**src/rtl/cv32e40x_pma_filter.sv**
```systemverilog
// +--------------------------------------------------------------------------+
// | cv32e40x_pma_filter: PMA region lookup that blocks illegal core requests  |
// | and returns ordered error responses.                          Rev 1.0     |
// +--------------------------------------------------------------------------+
`default_nettype none

package cv32e40x_pma_pkg;

  typedef struct packed {
    logic [31:0] word_addr_low;
    logic [31:0] word_addr_high;
    logic        main;
    logic        bufferable;
    logic        cacheable;
    logic        atomic;
  } pma_region_t;

  // Used when regions are configured but none matches.
  parameter pma_region_t PMA_R_DEFAULT = '{
    word_addr_low  : 32'h0000_0000,
    word_addr_high : 32'h0000_0000,
    main           : 1'b0,
    bufferable     : 1'b0,
    cacheable      : 1'b0,
    atomic         : 1'b0
  };

  // Used when the PMA is deconfigured: everything is main memory.
  parameter pma_region_t NO_PMA_R_DEFAULT = '{
    word_addr_low  : 32'h0000_0000,
    word_addr_high : 32'h0000_0000,
    main           : 1'b1,
    bufferable     : 1'b0,
    cacheable      : 1'b0,
    atomic         : 1'b1
  };

endpackage

module cv32e40x_pma_filter
  import cv32e40x_pma_pkg::*;
#(
  parameter bit          A_EXT                            = 1'b0,
  parameter int          PMA_NUM_REGIONS                  = 0,
  parameter pma_region_t PMA_CFG [PMA_NUM_REGIONS-1:0]    = '{default: PMA_R_DEFAULT},
  parameter int          MAX_OUTSTANDING                  = 2
) (
  input  logic        clk,
  input  logic        rst,

  input  logic        core_req_valid_i,
  output logic        core_req_ready_o,
  input  logic [31:0] core_addr_i,
  input  logic        core_instr_i,
  input  logic        core_atomic_i,
  input  logic        core_misaligned_i,
  input  logic        core_we_i,

  output logic        core_resp_valid_o,
  output logic        core_resp_pma_err_o,

  output logic        bus_req_valid_o,
  input  logic        bus_req_ready_i,
  output logic [31:0] bus_addr_o,
  output logic        bus_bufferable_o,
  output logic        bus_cacheable_o,

  input  logic        bus_resp_valid_i
);

  localparam int              CNT_W   = $clog2(MAX_OUTSTANDING + 1);
  localparam logic [CNT_W-1:0] CNT_MAX = CNT_W'(MAX_OUTSTANDING);
  localparam logic [CNT_W-1:0] CNT_ONE = CNT_W'(1);

  typedef enum logic [1:0] {
    IDLE    = 2'd0,
    WAIT    = 2'd1,
    RESPOND = 2'd2
  } state_e;

  state_e           state_q, state_d;
  logic [CNT_W-1:0] cnt_q, cnt_d;

  logic             attr_main;
  logic             attr_bufferable;
  logic             attr_cacheable;
  logic             attr_atomic;
  logic             pma_err;

  logic             resp_eff;
  logic             bus_hs;
  logic             cnt_room;
  logic [CNT_W-1:0] cnt_after_resp;

  // ------------------------------------------------------------------------
  // Region lookup
  // ------------------------------------------------------------------------
  generate
    if (PMA_NUM_REGIONS == 0) begin : g_no_pma
      always_comb begin
        attr_main       = NO_PMA_R_DEFAULT.main;
        attr_bufferable = NO_PMA_R_DEFAULT.bufferable;
        attr_cacheable  = NO_PMA_R_DEFAULT.cacheable;
        attr_atomic     = NO_PMA_R_DEFAULT.atomic;
      end
    end else begin : g_pma
      logic [31:0] word_addr;

      assign word_addr = {2'b00, core_addr_i[31:2]};

      // Scan from the highest index down so the lowest matching index wins.
      always_comb begin
        attr_main       = PMA_R_DEFAULT.main;
        attr_bufferable = PMA_R_DEFAULT.bufferable;
        attr_cacheable  = PMA_R_DEFAULT.cacheable;
        attr_atomic     = PMA_R_DEFAULT.atomic;
        for (int i = PMA_NUM_REGIONS - 1; i >= 0; i--) begin
          if ((word_addr >= PMA_CFG[i].word_addr_low) &&
              (word_addr <  PMA_CFG[i].word_addr_high)) begin
            attr_main       = PMA_CFG[i].main;
            attr_bufferable = PMA_CFG[i].bufferable;
            attr_cacheable  = PMA_CFG[i].cacheable;
            attr_atomic     = PMA_CFG[i].atomic;
          end
        end
      end
    end
  endgenerate

  always_comb begin
    pma_err = (core_atomic_i     && !(A_EXT && attr_atomic)) ||
              (core_instr_i      && !attr_main)              ||
              (core_misaligned_i && !attr_main);
  end

  assign bus_addr_o       = core_addr_i;
  assign bus_bufferable_o = attr_bufferable && !core_instr_i && !core_atomic_i && core_we_i;
  assign bus_cacheable_o  = attr_cacheable;

  // ------------------------------------------------------------------------
  // Outstanding transaction counter
  // ------------------------------------------------------------------------
  // A response with nothing outstanding is dropped so the counter cannot wrap.
  assign resp_eff       = bus_resp_valid_i && (cnt_q != '0);
  assign bus_hs         = bus_req_valid_o && bus_req_ready_i;
  assign cnt_room       = (cnt_q < CNT_MAX);
  assign cnt_after_resp = resp_eff ? (cnt_q - CNT_ONE) : cnt_q;

  always_comb begin
    cnt_d = cnt_q;
    if (bus_hs && !resp_eff) begin
      cnt_d = cnt_q + CNT_ONE;
    end else if (!bus_hs && resp_eff) begin
      cnt_d = cnt_q - CNT_ONE;
    end
  end

  // ------------------------------------------------------------------------
  // Control FSM
  // ------------------------------------------------------------------------
  always_comb begin
    state_d             = state_q;
    core_req_ready_o    = 1'b0;
    bus_req_valid_o     = 1'b0;
    core_resp_valid_o   = 1'b0;
    core_resp_pma_err_o = 1'b0;

    case (state_q)
      IDLE: begin
        core_resp_valid_o = bus_resp_valid_i;
        if (pma_err) begin
          // Blocked requests never reach the bus, so they are taken even when full.
          core_req_ready_o = 1'b1;
          if (core_req_valid_i) begin
            state_d = (cnt_after_resp == '0) ? RESPOND : WAIT;
          end
        end else begin
          bus_req_valid_o  = core_req_valid_i && cnt_room;
          core_req_ready_o = bus_req_ready_i  && cnt_room;
        end
      end

      WAIT: begin
        core_resp_valid_o = bus_resp_valid_i;
        if (cnt_after_resp == '0) begin
          state_d = RESPOND;
        end
      end

      RESPOND: begin
        core_resp_valid_o   = 1'b1;
        core_resp_pma_err_o = 1'b1;
        state_d             = IDLE;
      end

      default: begin
        state_d = IDLE;
      end
    endcase

    // Keep handshake and response outputs quiet while reset is applied.
    if (rst) begin
      core_req_ready_o    = 1'b0;
      bus_req_valid_o     = 1'b0;
      core_resp_valid_o   = 1'b0;
      core_resp_pma_err_o = 1'b0;
    end
  end

  always_ff @(posedge clk) begin
    if (rst) begin
      state_q <= IDLE;
      cnt_q   <= '0;
    end else begin
      state_q <= state_d;
      cnt_q   <= cnt_d;
    end
  end

`ifndef SYNTHESIS
  a_no_spurious_resp : assert property (@(posedge clk) disable iff (rst)
    !(bus_resp_valid_i && (cnt_q == '0)));

  a_cnt_bounded : assert property (@(posedge clk) disable iff (rst)
    (cnt_q <= CNT_MAX));

  a_respond_one_cycle : assert property (@(posedge clk) disable iff (rst)
    (state_q == RESPOND) |=> (state_q == IDLE));
`endif

endmodule

`default_nettype wire

```
**config.mk**
```make
export PLATFORM = sky130hd
export DESIGN_NAME = cv32e40x_pma_filter
export DESIGN_NICKNAME = d
export VERILOG_FILES = /design/src/rtl/cv32e40x_pma_filter.sv
export SDC_FILE = /design/constraint.sdc
export NUM_CORES = 1
export LEC_CHECK = 0
export ABC_AREA = 1
export CAP_MARGIN = 20
export CORE_MARGIN = 3
export CORE_UTILIZATION = 26
export DETAILED_ROUTE_END_ITERATION = 10
export PLACE_DENSITY = 0.95
export SLEW_MARGIN = 20
export SYNTH_ARGS = -nofsm -noshare
export SYNTH_HDL_FRONTEND = slang
export SYNTH_SLANG_ARGS = --single-unit
export TNS_END_PERCENT = 30
```
**constraint.sdc**
```tcl
create_clock -name clk -period 2.3 [get_ports clk]
set_input_delay 0.575 -clock clk [delete_from_list [all_inputs] [get_ports clk]]
set_output_delay 0.575 -clock clk [all_outputs]
set_load 0.03 [all_outputs]
```
==> results_dict.tcl, run 1 <==
set metrics [dict create \
    grt_use_total_pct 7.41 \
    dp_cells 96 \
    slowest_delay_ns 0.51 \
    io_pins 79 \
    cts_root_buf "clkbuf_4" \
    yosysSeqAreaShare_pct 13.9 \
    final-hold-violation-count 0 \
    postSynthAreaPerCell_sq_um 6.26 \
    synth.cell_area_sq_um 576 \
    max_clock_freq_ghz 0.475 \
    die_height_um 53.1 \
    wirelength_um 910 \
    multi_input_area_sq_um 184 \
    ff2ff_path_depth 7 \
    synth_edf_count 0 \
    synth_cells 92 \
    stdcell_count 99 \
    drv_cap 0 \
    cp-start-kind "primary input" \
    worst-path-buf-inv 2 \
    num-fill-cells 236 \
    die_x_um 53.1 \
    cts_setup_buffers 0 \
    cp.arrival_ns 1.53 \
    area_growth_pct -18.7 \
    p_per_area_mw_per_mm2 662 \
    diodes 0 \
    clk_latency_ns 0.23 \
    portBuffers 9 \
    regArea_sq_um 80.1 \
    min_period_ns 2.11 \
    yosys_register_bits 4 \
    path_cells "clkdlybuf4s50_1, o21bai_1, nand2_1, nor2_1, buf_4" \
    drt_iter0_drc 4 \
    grt_pass1_vias 350 \
    postRouteAntennaNets 0 \
    cp_top_family "buffers and inverters" \
    clk_pin_slew_ns 0.04 \
    tritoncts "yes" \
    vias 382 \
    start_util_pct 28.5 \
    worst-path-stages 5 \
    drtPass1Iterations 4 \
    rows 16 \
    core-area_sq_mm 0.00202 \
    nets 117 \
    synth_top_area_share_pct 44.3 \
    cts_buffer_depth 2 \
    antenna_found_initial 0 \
    h-tree-depth 1 \
    crit_type "in -> out" \
    netlist.top_cell.by_area "buf_4" \
    cts.sinks 4 \
    setup_violations 0 \
    avgRoutedWirePerCell_um 9.19 \
    hpwl_um 789 \
    viasPerCell 3.86 \
    hold_start "cnt_q[0]" \
    grt_overflow 0 \
    ys_types 14 \
    crit_required_ns 1.73 \
    synth_common_cells "buf_4, nand2_1, inv_1, nor2_1" \
    skew_ns 0.00301 \
    ctsHoldBuffers 0 \
    grt_pass1_wl_mm 1.41 \
    grt_start_max_net_pins 6 \
    ys_async_sr_fraction_pct 0 \
    critPathMaxFanout 3 \
    critPathLaunch "core_atomic_i" \
    drive_gt1_share_pct 19.4 \
    place.gp.congestion 0.747 \
    vdd_drop_max_mv 0.164 \
    yosys_warnings 0 \
    yosys-top-cells-area "buf_4, dfxtp_1, nand2_1" \
    drv_slew 0 \
    rsz0062_at_grt "false" \
    setup_tns_ns 0 \
    crit_slowest_cell "clkdlybuf4s50_1" \
    cts_made_buffers 3 \
    outcome "complete, no violations" \
    postCtsResizedCells 0 \
    ys.flop_type "dfxtp_1" \
    p_total_mw 0.310 \
    drc_errors 0 \
    period_share_pct 91.6 \
    yosys.cell_count.top_type "buf_4" \
    leakagePower_nw 0.278 \
    hold_depth 2 \
    end_kind "primary output" \
    reg2reg_from "cnt_q[1]" \
    die_area_sq_mm 0.00281 \
    hold_path.class "reg -> reg" \
]
==> cell type report <==
class / instances / area share [%]
multi-input cells: 39 / 39.3
well taps: 27 / 7.22
clock buffers: 3 / 4.81
flip-flops and latches: 4 / 17.1
repair buffers: 10 / 18.7
inverters: 16 / 12.8
==> worst register-to-register path: stages (launching register included) <==
cell	delay [ns]
dfxtp_1	0.39
inv_2	0.06
ha_1	0.19
inv_1	0.05
nand2_1	0.08
ha_1	0.33
o21ai_0	0.18
a21oi_1	0.06
==> report_power, final <==
part           switching, mW  internal, mW
Sequential           0.00868        0.0807
Clock                 0.0257        0.0581
Combinational         0.0817        0.0550
==> path summary, 6_finish.rpt <==
path	end	slack, ns
worst max-delay path	core_req_ready_o	0.19
worst min register to register	cnt_q[0]	0.54
worst max register to register	cnt_q[0]	0.85
worst min-delay path	cnt_q[0]	0.54
==> registers in the layout, indices dropped and copies added (netlist names) <==
name / cells
cnt_q: 2
state_q: 2
==> through the flow <==
step / instance area, sq um / hold slack [ns] / utilization [%] / setup WS, ns
global route: 468 / 0.587 / 23.1 / 0.0956
floorplan: 579 / 0.500 / - / 0.548
CTS: 468 / 0.536 / 23.1 / 0.171
finish: 468 / 0.536 / 23.1 / 0.194
global placement: 445 / 0.529 / 22.0 / 0.176
detailed placement: 445 / 0.532 / 22.0 / 0.181
==> cell usage in the layout, fill, tap and decap left out, types with 3 or more instances in the layout <==
master           instances
nand2_1                 18
clkdlybuf4s50_1          5
inv_2                    3
clkbuf_4                 3
inv_1                   13
nand3_1                  4
nor2_1                   6
buf_4                    5
dfxtp_1                  4
==> routing by layer <==
layer | wire [um] | track usage [%]
met5 | 0 | 0
met4 | 36 | 9.36
met3 | 168 | 5.35
met2 | 438 | 11.0
met1 | 267 | 5.53
==> logic make-up after synthesis <==
| family | share of synthesized area [%] |
|---|---|
| buf+inv | 54.8 |
| simple gates | 22.4 |
| compound gates | 3.91 |
| flops | 13.9 |
| fa+ha+maj | 4.35 |
| other cells | 0.652 |
No activity file was read; power rests on OpenSTA's default activity.
==> run 2: changes to the inputs <==
- GPL_ROUTABILITY_DRIVEN: not set -> 0
- HOLD_SLACK_MARGIN: not set -> 0.02
==> results of run 2 <==
Same layout as run 1: the final DEF is identical, and so are final timing and power.
